<file path="config.mk">
export PLATFORM = sky130hd
export DESIGN_NAME = adc_scan_scheduler
export DESIGN_NICKNAME = d
export VERILOG_FILES = /design/src/rtl/adc_sched_pkg.sv /design/src/rtl/adc_avg_accum.sv /design/src/rtl/adc_scan_scheduler.sv
export SDC_FILE = /design/constraint.sdc
export NUM_CORES = 1
export LEC_CHECK = 0
export BUFFER_PORTS_ARGS = -buffer_cell sky130_fd_sc_hd__buf_2
export CAP_MARGIN = 20
export CORE_MARGIN = 3
export CORE_UTILIZATION = 53
export CTS_CLUSTER_SIZE = 40
export DETAILED_ROUTE_END_ITERATION = 7
export PLACE_DENSITY = 0.78
export SYNTH_ARGS = -nofsm -noshare
export SYNTH_HDL_FRONTEND = slang
export SYNTH_SLANG_ARGS = --single-unit
</file>
<file path="constraint.sdc">
create_clock -name CLOCK -period 2.4 [get_ports CLOCK]
set_input_delay 0.24 -clock CLOCK [delete_from_list [all_inputs] [get_ports CLOCK]]
set_output_delay 0.24 -clock CLOCK [all_outputs]
set_load 0.1 [all_outputs]
</file>
<file path="src/rtl/adc_sched_pkg.sv">
// Shared constants, FSM state encoding and channel-search helper for the ADC scan scheduler.
package adc_sched_pkg;

  localparam int NUM_CH   = 8;
  localparam int CH_W     = 3;
  localparam int DATA_W   = 12;
  localparam int PERIOD_W = 16;
  localparam int AVG_LOG2 = 2;

  typedef enum logic [2:0] {
    ST_IDLE        = 3'd0,
    ST_LATCH       = 3'd1,
    ST_START       = 3'd2,
    ST_WAIT        = 3'd3,
    ST_FLUSH_START = 3'd4,
    ST_FLUSH_WAIT  = 3'd5,
    ST_DONE        = 3'd6,
    ST_TICK        = 3'd7
  } state_e;

  // Lowest set bit of mask at index >= from; MSB of the result flags "found".
  function automatic logic [CH_W:0] next_set_bit(input logic [NUM_CH-1:0] mask,
                                                 input logic [CH_W:0]     from);
    logic [CH_W:0] res;
    res = '0;
    for (int i = NUM_CH - 1; i >= 0; i--) begin
      if (mask[i] && (i >= int'(from))) begin
        res = {1'b1, CH_W'(i)};
      end
    end
    return res;
  endfunction

endpackage

</file>
<file path="src/rtl/adc_avg_accum.sv">
// Per-channel sample averager: publishes the truncated mean of every 2^AVG_LOG2 samples.
// Only compiled into the design when ADC_SCHED_AVG_EN is defined.
`ifdef ADC_SCHED_AVG_EN
module adc_avg_accum
  import adc_sched_pkg::*;
(
  input  logic              clk_i,
  input  logic              rst_i,
  input  logic              sample_valid_i,
  input  logic [DATA_W-1:0] sample_i,
  output logic              pub_valid_o,
  output logic [DATA_W-1:0] pub_data_o
);

  logic [DATA_W+AVG_LOG2-1:0] acc_q, acc_d, sum_s;
  logic [AVG_LOG2-1:0]        cnt_q, cnt_d;

  // Sum includes the current sample so the publish cycle needs no extra register stage.
  always_comb begin
    sum_s       = acc_q + {{AVG_LOG2{1'b0}}, sample_i};
    pub_valid_o = sample_valid_i && (cnt_q == '1);
    pub_data_o  = sum_s[DATA_W+AVG_LOG2-1:AVG_LOG2];
    acc_d       = acc_q;
    cnt_d       = cnt_q;
    if (sample_valid_i) begin
      cnt_d = cnt_q + AVG_LOG2'(1);
      acc_d = pub_valid_o ? '0 : sum_s;
    end else begin
      cnt_d = cnt_q;
    end
  end

  always_ff @(posedge clk_i) begin
    if (rst_i) begin
      acc_q <= '0;
      cnt_q <= '0;
    end else begin
      acc_q <= acc_d;
      cnt_q <= cnt_d;
    end
  end

endmodule
`endif

</file>
<file path="src/rtl/adc_scan_scheduler.sv">
// Scans enabled ADC channels over a one-deep start/done pipeline and tags returned samples.
// Optional ADC_SCHED_AVG_EN adds per-channel averaging before publication.
module adc_scan_scheduler
  import adc_sched_pkg::*;
(
  input  logic                CLOCK,
  input  logic                RESET,
  input  logic [NUM_CH-1:0]   ch_mask,
  input  logic [PERIOD_W-1:0] scan_period,
  output logic                xfer_start,
  output logic [CH_W-1:0]     xfer_ch,
  input  logic                xfer_done,
  input  logic [DATA_W-1:0]   xfer_data,
  output logic                res_valid,
  output logic [CH_W-1:0]     res_ch,
  output logic [DATA_W-1:0]   res_data,
  output logic                scan_done,
  output logic                xfer_busy,
  input  logic [CH_W-1:0]     rd_ch,
  output logic [DATA_W-1:0]   rd_data
);

  state_e              state_q, state_d;
  logic [NUM_CH-1:0]   scan_mask_q, scan_mask_d;
  logic [CH_W-1:0]     xfer_ch_q, xfer_ch_d;
  logic [CH_W-1:0]     tag_q, tag_d;
  logic                tag_valid_q, tag_valid_d;
  logic [PERIOD_W-1:0] rem_q, rem_d;
  logic                xfer_start_q, xfer_start_d;
  logic                busy_q, busy_d;
  logic                res_valid_q, res_valid_d;
  logic [CH_W-1:0]     res_ch_q, res_ch_d;
  logic [DATA_W-1:0]   res_data_q, res_data_d;
  logic                scan_done_q, scan_done_d;
  logic [DATA_W-1:0]   result_q [NUM_CH];
  logic [CH_W:0]       nxt_s;
  logic                sample_ev_s;
  logic                pub_valid_s;
  logic [DATA_W-1:0]   pub_data_s;

  // rem_q counts down the cycles left until the next scan may latch.
  always_comb begin
    state_d     = state_q;
    scan_mask_d = scan_mask_q;
    xfer_ch_d   = xfer_ch_q;
    tag_d       = tag_q;
    tag_valid_d = tag_valid_q;
    rem_d       = (rem_q != '0) ? rem_q - PERIOD_W'(1) : '0;
    scan_done_d = 1'b0;
    sample_ev_s = 1'b0;
    nxt_s       = '0;
    case (state_q)
      ST_IDLE: begin
        if (ch_mask != '0) state_d = ST_LATCH;
        else               state_d = ST_IDLE;
      end
      ST_LATCH: begin
        scan_mask_d = ch_mask;
        tag_valid_d = 1'b0;
        rem_d       = (scan_period == '0) ? '0 : scan_period - PERIOD_W'(1);
        nxt_s       = next_set_bit(ch_mask, (CH_W+1)'(0));
        if (nxt_s[CH_W]) begin
          xfer_ch_d = nxt_s[CH_W-1:0];
          state_d   = ST_START;
        end else begin
          state_d   = ST_IDLE;
        end
      end
      ST_START:       state_d = ST_WAIT;
      ST_WAIT: begin
        if (xfer_done) begin
          sample_ev_s = tag_valid_q;
          tag_d       = xfer_ch_q;
          tag_valid_d = 1'b1;
          nxt_s       = next_set_bit(scan_mask_q, {1'b0, xfer_ch_q} + (CH_W+1)'(1));
          if (nxt_s[CH_W]) begin
            xfer_ch_d = nxt_s[CH_W-1:0];
            state_d   = ST_START;
          end else begin
            state_d   = ST_FLUSH_START;
          end
        end else begin
          state_d = ST_WAIT;
        end
      end
      ST_FLUSH_START: state_d = ST_FLUSH_WAIT;
      ST_FLUSH_WAIT: begin
        if (xfer_done) begin
          sample_ev_s = tag_valid_q;
          tag_valid_d = 1'b0;
          state_d     = ST_DONE;
        end else begin
          state_d = ST_FLUSH_WAIT;
        end
      end
      ST_DONE: begin
        scan_done_d = 1'b1;
        if (rem_q <= PERIOD_W'(1)) state_d = ST_LATCH;
        else                       state_d = ST_TICK;
      end
      ST_TICK: begin
        if (rem_q <= PERIOD_W'(1)) state_d = ST_LATCH;
        else                       state_d = ST_TICK;
      end
      default: state_d = ST_IDLE;
    endcase
    xfer_start_d = (state_d == ST_START) || (state_d == ST_FLUSH_START);
    busy_d       = (state_d == ST_START) || (state_d == ST_WAIT) ||
                   (state_d == ST_FLUSH_START) || (state_d == ST_FLUSH_WAIT);
  end

`ifdef ADC_SCHED_AVG_EN
  logic [NUM_CH-1:0] acc_pub_s;
  logic [DATA_W-1:0] acc_data_s [NUM_CH];

  for (genvar g = 0; g < NUM_CH; g++) begin : g_acc
    adc_avg_accum u_acc (
      .clk_i          (CLOCK),
      .rst_i          (RESET),
      .sample_valid_i (sample_ev_s && (tag_q == CH_W'(g))),
      .sample_i       (xfer_data),
      .pub_valid_o    (acc_pub_s[g]),
      .pub_data_o     (acc_data_s[g])
    );
  end

  assign pub_valid_s = |acc_pub_s;
  assign pub_data_s  = acc_data_s[tag_q];
`else
  assign pub_valid_s = sample_ev_s;
  assign pub_data_s  = xfer_data;
`endif

  // Result bus; kept apart from the FSM block so the publish path has no feedback into it.
  always_comb begin
    res_valid_d = pub_valid_s;
    if (pub_valid_s) begin
      res_ch_d   = tag_q;
      res_data_d = pub_data_s;
    end else begin
      res_ch_d   = res_ch_q;
      res_data_d = res_data_q;
    end
  end

  always_ff @(posedge CLOCK) begin
    if (RESET) begin
      state_q      <= ST_IDLE;
      scan_mask_q  <= '0;
      xfer_ch_q    <= '0;
      tag_q        <= '0;
      tag_valid_q  <= 1'b0;
      rem_q        <= '0;
      xfer_start_q <= 1'b0;
      busy_q       <= 1'b0;
      res_valid_q  <= 1'b0;
      res_ch_q     <= '0;
      res_data_q   <= '0;
      scan_done_q  <= 1'b0;
    end else begin
      state_q      <= state_d;
      scan_mask_q  <= scan_mask_d;
      xfer_ch_q    <= xfer_ch_d;
      tag_q        <= tag_d;
      tag_valid_q  <= tag_valid_d;
      rem_q        <= rem_d;
      xfer_start_q <= xfer_start_d;
      busy_q       <= busy_d;
      res_valid_q  <= res_valid_d;
      res_ch_q     <= res_ch_d;
      res_data_q   <= res_data_d;
      scan_done_q  <= scan_done_d;
    end
  end

  // Latest published value per channel, written on the same edge that raises res_valid.
  always_ff @(posedge CLOCK) begin
    if (RESET) begin
      for (int i = 0; i < NUM_CH; i++) result_q[i] <= '0;
    end else if (pub_valid_s) begin
      result_q[tag_q] <= pub_data_s;
    end
  end

  assign xfer_start = xfer_start_q;
  assign xfer_ch    = xfer_ch_q;
  assign xfer_busy  = busy_q;
  assign res_valid  = res_valid_q;
  assign res_ch     = res_ch_q;
  assign res_data   = res_data_q;
  assign scan_done  = scan_done_q;
  assign rd_data    = result_q[rd_ch];

endmodule

</file>
==> run summary <==
For the worst flop-to-flop path, the logic depth is 8. The congestion estimate from routability-driven global placement came to 0.8252. STA classifies the critical path endpoint as a flip-flop. The number of levels in the clock H-tree was 4; the number of instances in the synthesized netlist was 621.

In this run the cell area measured after placement is 7863 um2. The first global-routing pass estimated 27.32 mm of wire. The number of gates resized after cts was 0. Final setup violation count: 0. For this run, the number of Yosys warnings is 0. The tools report the leftover overflow at the end of global routing as 0. Buffers placed on the I/O ports in this run total 75.

The detailed router placed 5,226 vias in this run. On the final layout, the worst hold slack is 0.07865 ns. Summed over all nets, the half-perimeter wirelength after detailed placement is 11.52 mm. In this design, the largest share of critical-path delay is due to compound AO/OA/AOI/OAI gates. The area of the core is 13,300 um2. The clock period minus worst slack came out at 2.195 ns. Fraction of the yosys area taken by sequential cells: 54.61%. The slew at the pin with the worst max-slew slack was 1.038 ns. The startpoint of the lowest-slack register-to-register path was xfer_ch[1]. STA classifies the critical path startpoint as a flip-flop. The setup path with the least slack is of type reg2reg. The number of synthesized register bits was 149; the routed wirelength normalized by instance count was 18.99 um. The net count of the finished layout is 752. For the max-slew violation count, the log shows 0. The logs give 43 for the maximum number of pins on one net before global-route repair and 2.72 ns for the required time reported for the critical path endpoint. In the final timing run, aggregate negative setup slack is 0 ns.

The critical path ends at xfer_ch[1]. The critical path buffer and inverter count is 1. The clock net in this run drives a total of 149 sinks. The run gives 0.20 ns as the setup slack of the worst register-to-register path.

The worst slack at placement was 0.2276 ns. Between clock sinks in the finished design, the worst skew comes to 0.009726 ns. The worst-skew pair later-pin latency is 0.43 ns.

VDD sags by at most 571.8 uV. The number of buffers added for setup after CTS was 0; the DRC violation count after routing was 0. Among all flip-flop cells after synthesis, the most frequent one is sky130_fd_sc_hd__edfxtp_1.

TritonCTS built the clock tree. The initial utilization of the core area, before any placement, comes to 54.32%. The first routing iteration left 469 violations. The tools report the number of global-route vias before repair as 5,317. The finished cells cover 8467 um2. The floorplan has 42 rows. During I/O placement, the number of pins put on the boundary was 76.

In the synthesized netlist the async set-or-reset flop fraction comes to 0%. The iteration count of the initial detailed-routing pass is 5. For the peak clock frequency supported by timing, the log shows 455.5 MHz. The slowest stage of the critical path is the sky130_fd_sc_hd__dfxtp_2 cell. The cts-stage hold buffer count came out at 0.

After clock tree synthesis, the clock-pin slew on the worst setup and hold paths is 0.06 ns. The part of the cycle the worst path needs works out to 91.48%. The run finished with clean final reports. Counting along the longest clock path gives a buffer depth of 2. In this run the critical register-to-register path is captured at xfer_ch[1]. The net count after synthesis was 670. The final number of hold-violating endpoints is 0, and the leakage power total is 3.228 nW. In this run the worst hold path is classified as in2reg. Dividing the detail-routed via count by the number of cells gives 5.852.

For the global-route total usage across every layer, the log shows 24.19%. The worst max-slew margin expressed relative to the limit is 30.53%, and the number of logic stages on the critical path including buffering is 8. Walking the worst path, the cells encountered are inv_1, ha_1, or3b_1, o221a_2, nor3_2, nand2_2, a211o_1, o211a_1.

The number of enable flip-flop cells after synthesis came out at 96. The horizontal extent of the die came out at 122.7 um. The synthesized cell area was 7222 um2.

The layout cell share with drive strength beyond 1 came out at 26.26%. The highest cell delay on the worst timing path is 0.41 ns. The tree is rooted in a sky130_fd_sc_hd__clkbuf_16. The die is 122.7 um tall. Commonest non-fill, non-tap cell in the layout: sky130_fd_sc_hd__and2_1.

The arrival time of data at the critical path endpoint is 2.51 ns. The netlist uses 59 different library cells. Dividing the synthesized area by the synthesized cell count gives 11.63 um2. Across the run, the number of max-cap violations was 0. Once routing completed, OpenROAD measured the worst setup slack at 0.2045 ns. Along the worst path, the maximum fanout reaches 9. The overall routed net length came out at 16.96 mm. The area added between synthesis and finish was 17.24%. The critical path starts at xfer_ch[1].

Setup repair after global routing left no endpoint under its margin. The number of clock buffers added by TritonCTS is 17. The post-route total power came out at 0.007314 W.

The detail route stage leaves a number of antenna-violating nets equal to 0. In the layout the commonest cells are sky130_fd_sc_hd__and2_1, sky130_fd_sc_hd__edfxtp_1, sky130_fd_sc_hd__buf_2. The initial antenna violation count was 1; the total power divided by cell area was 863.8 nW/um2. For the area enclosed by the die boundary, the log shows 15,060 um2.
-- metal layers --
| metal | global-route usage (%) | routed length (um) |
|---|---|---|
| met5 | 0 | 0 |
| met3 | 6.359 | 1218 |
| met1 | 28.65 | 6625 |
| met4 | 9.797 | 461 |
| met2 | 41.85 | 8652 |
-- state kept, by name, indices dropped and copies added (netlist names) --
signal / flops
res_data: 12
rem_q: 16
res_ch: 3
res_valid: 1
scan_done: 1
result_q: 96
state_q: 3
tag_valid_q: 1
xfer_ch: 3
xfer_start: 1
xfer_busy: 1
tag_q: 3
scan_mask_q: 8
-- synth_stat cells, types with 2 or more instances --
master                     count  area [um2]
sky130_fd_sc_hd__o32ai_1       7       61.31
sky130_fd_sc_hd__nor3_2        2       20.02
sky130_fd_sc_hd__o211a_1       2       20.02
sky130_fd_sc_hd__edfxtp_1     96        2883
sky130_fd_sc_hd__and2_1       97       606.8
sky130_fd_sc_hd__nor4_1        4       25.02
sky130_fd_sc_hd__o221a_2       2       22.52
sky130_fd_sc_hd__nor3b_1       4       30.03
sky130_fd_sc_hd__or4_1         3       22.52
sky130_fd_sc_hd__nand3_1       7       35.03
sky130_fd_sc_hd__or3_1         3       18.77
sky130_fd_sc_hd__ha_1          7       87.58
sky130_fd_sc_hd__or2_2         7       43.79
sky130_fd_sc_hd__clkbuf_1     21       78.83
sky130_fd_sc_hd__xor2_1       11       96.34
sky130_fd_sc_hd__nand4_1       2       12.51
sky130_fd_sc_hd__buf_2         7       35.03
sky130_fd_sc_hd__a31oi_1       4       25.02
sky130_fd_sc_hd__dfxtp_1      53        1061
sky130_fd_sc_hd__nor2_1       33       123.9
sky130_fd_sc_hd__nor3_1       21       105.1
sky130_fd_sc_hd__nand2_2       2       12.51
sky130_fd_sc_hd__buf_1         2       7.510
sky130_fd_sc_hd__o21a_1        2       15.01
sky130_fd_sc_hd__nand2_1      69       259.0
sky130_fd_sc_hd__nand2b_1      5       31.28
sky130_fd_sc_hd__o22a_1       10       87.58
sky130_fd_sc_hd__mux2_2       12       135.1
sky130_fd_sc_hd__mux4_2       24       540.5
sky130_fd_sc_hd__o21ai_0       7       35.03
sky130_fd_sc_hd__a211oi_1      2       15.01
sky130_fd_sc_hd__buf_4         2       15.01
sky130_fd_sc_hd__inv_1        12       45.04
sky130_fd_sc_hd__a211o_1       3       26.28
sky130_fd_sc_hd__xnor2_1      19       166.4
sky130_fd_sc_hd__a21oi_1      34       170.2
-- final cells by class --
class	count	area (um2)
multi-input cells	428	3097
clock inverters	12	101.3
clock buffers	20	500.5
well taps	176	220.2
repair buffers	95	550.5
inverters	12	45.04
diodes	1	2.502
flip-flops and latches	149	3950
fillers	1011	4828
-- tightest hold or removal path: cells and delay by family --
family | cells | cell delay, ns
buf+inv | 1 | 0.11
simple gates | 1 | 0.05
compound gates | 1 | 0.05
-- worst min-delay path by stage --
stage	from	endpoint	cells past startpoint	slack [ns]
4_1_cts	ch_mask[7]	scan_mask_q[7]	3	0.06
3_3_place_gp	res_data[4]	res_data[4]	2	0.44
6_report	ch_mask[7]	scan_mask_q[7]	3	0.08
3_5_place_dp	res_data[5]	res_data[5]	2	0.45
2_1_floorplan	ch_mask[0]	scan_mask_q[0]	2	0.38
5_1_grt	ch_mask[2]	scan_mask_q[2]	3	0.09
-- where the power goes --
| group | internal (W) | total [W] | leakage [nW] | switching [W] |
|---|---|---|---|---|
| registers | 0.00292 | 0.00309 | 1.42 | 0.000178 |
| logic | 0.000617 | 0.00158 | 1.51 | 0.000958 |
| clock network | 0.00154 | 0.00264 | 0.297 | 0.00111 |
| total | 0.00507 | 0.00731 | 3.23 | 0.00224 |
-- metrics by stage --
stage / utilization (%) / cells
2_1_floorplan: - / 621
3_3_place_gp: 59.14 / 860
3_5_place_dp: 59.14 / 860
4_1_cts: 63.66 / 892
5_1_grt: 63.68 / 893
6_report: 63.68 / 893
-- cell families after synthesis --
kind of cell             synth area share [%]
AND/OR/NAND/NOR                         19.66
flip-flops                              54.61
AO/OA/AOI/OAI                           8.870
buffers and inverters                   2.512
multiplexers                            9.356
XOR/XNOR                                3.638
adder cells (fa/ha/maj)                 1.351
Power figures use the tool's default switching activity.
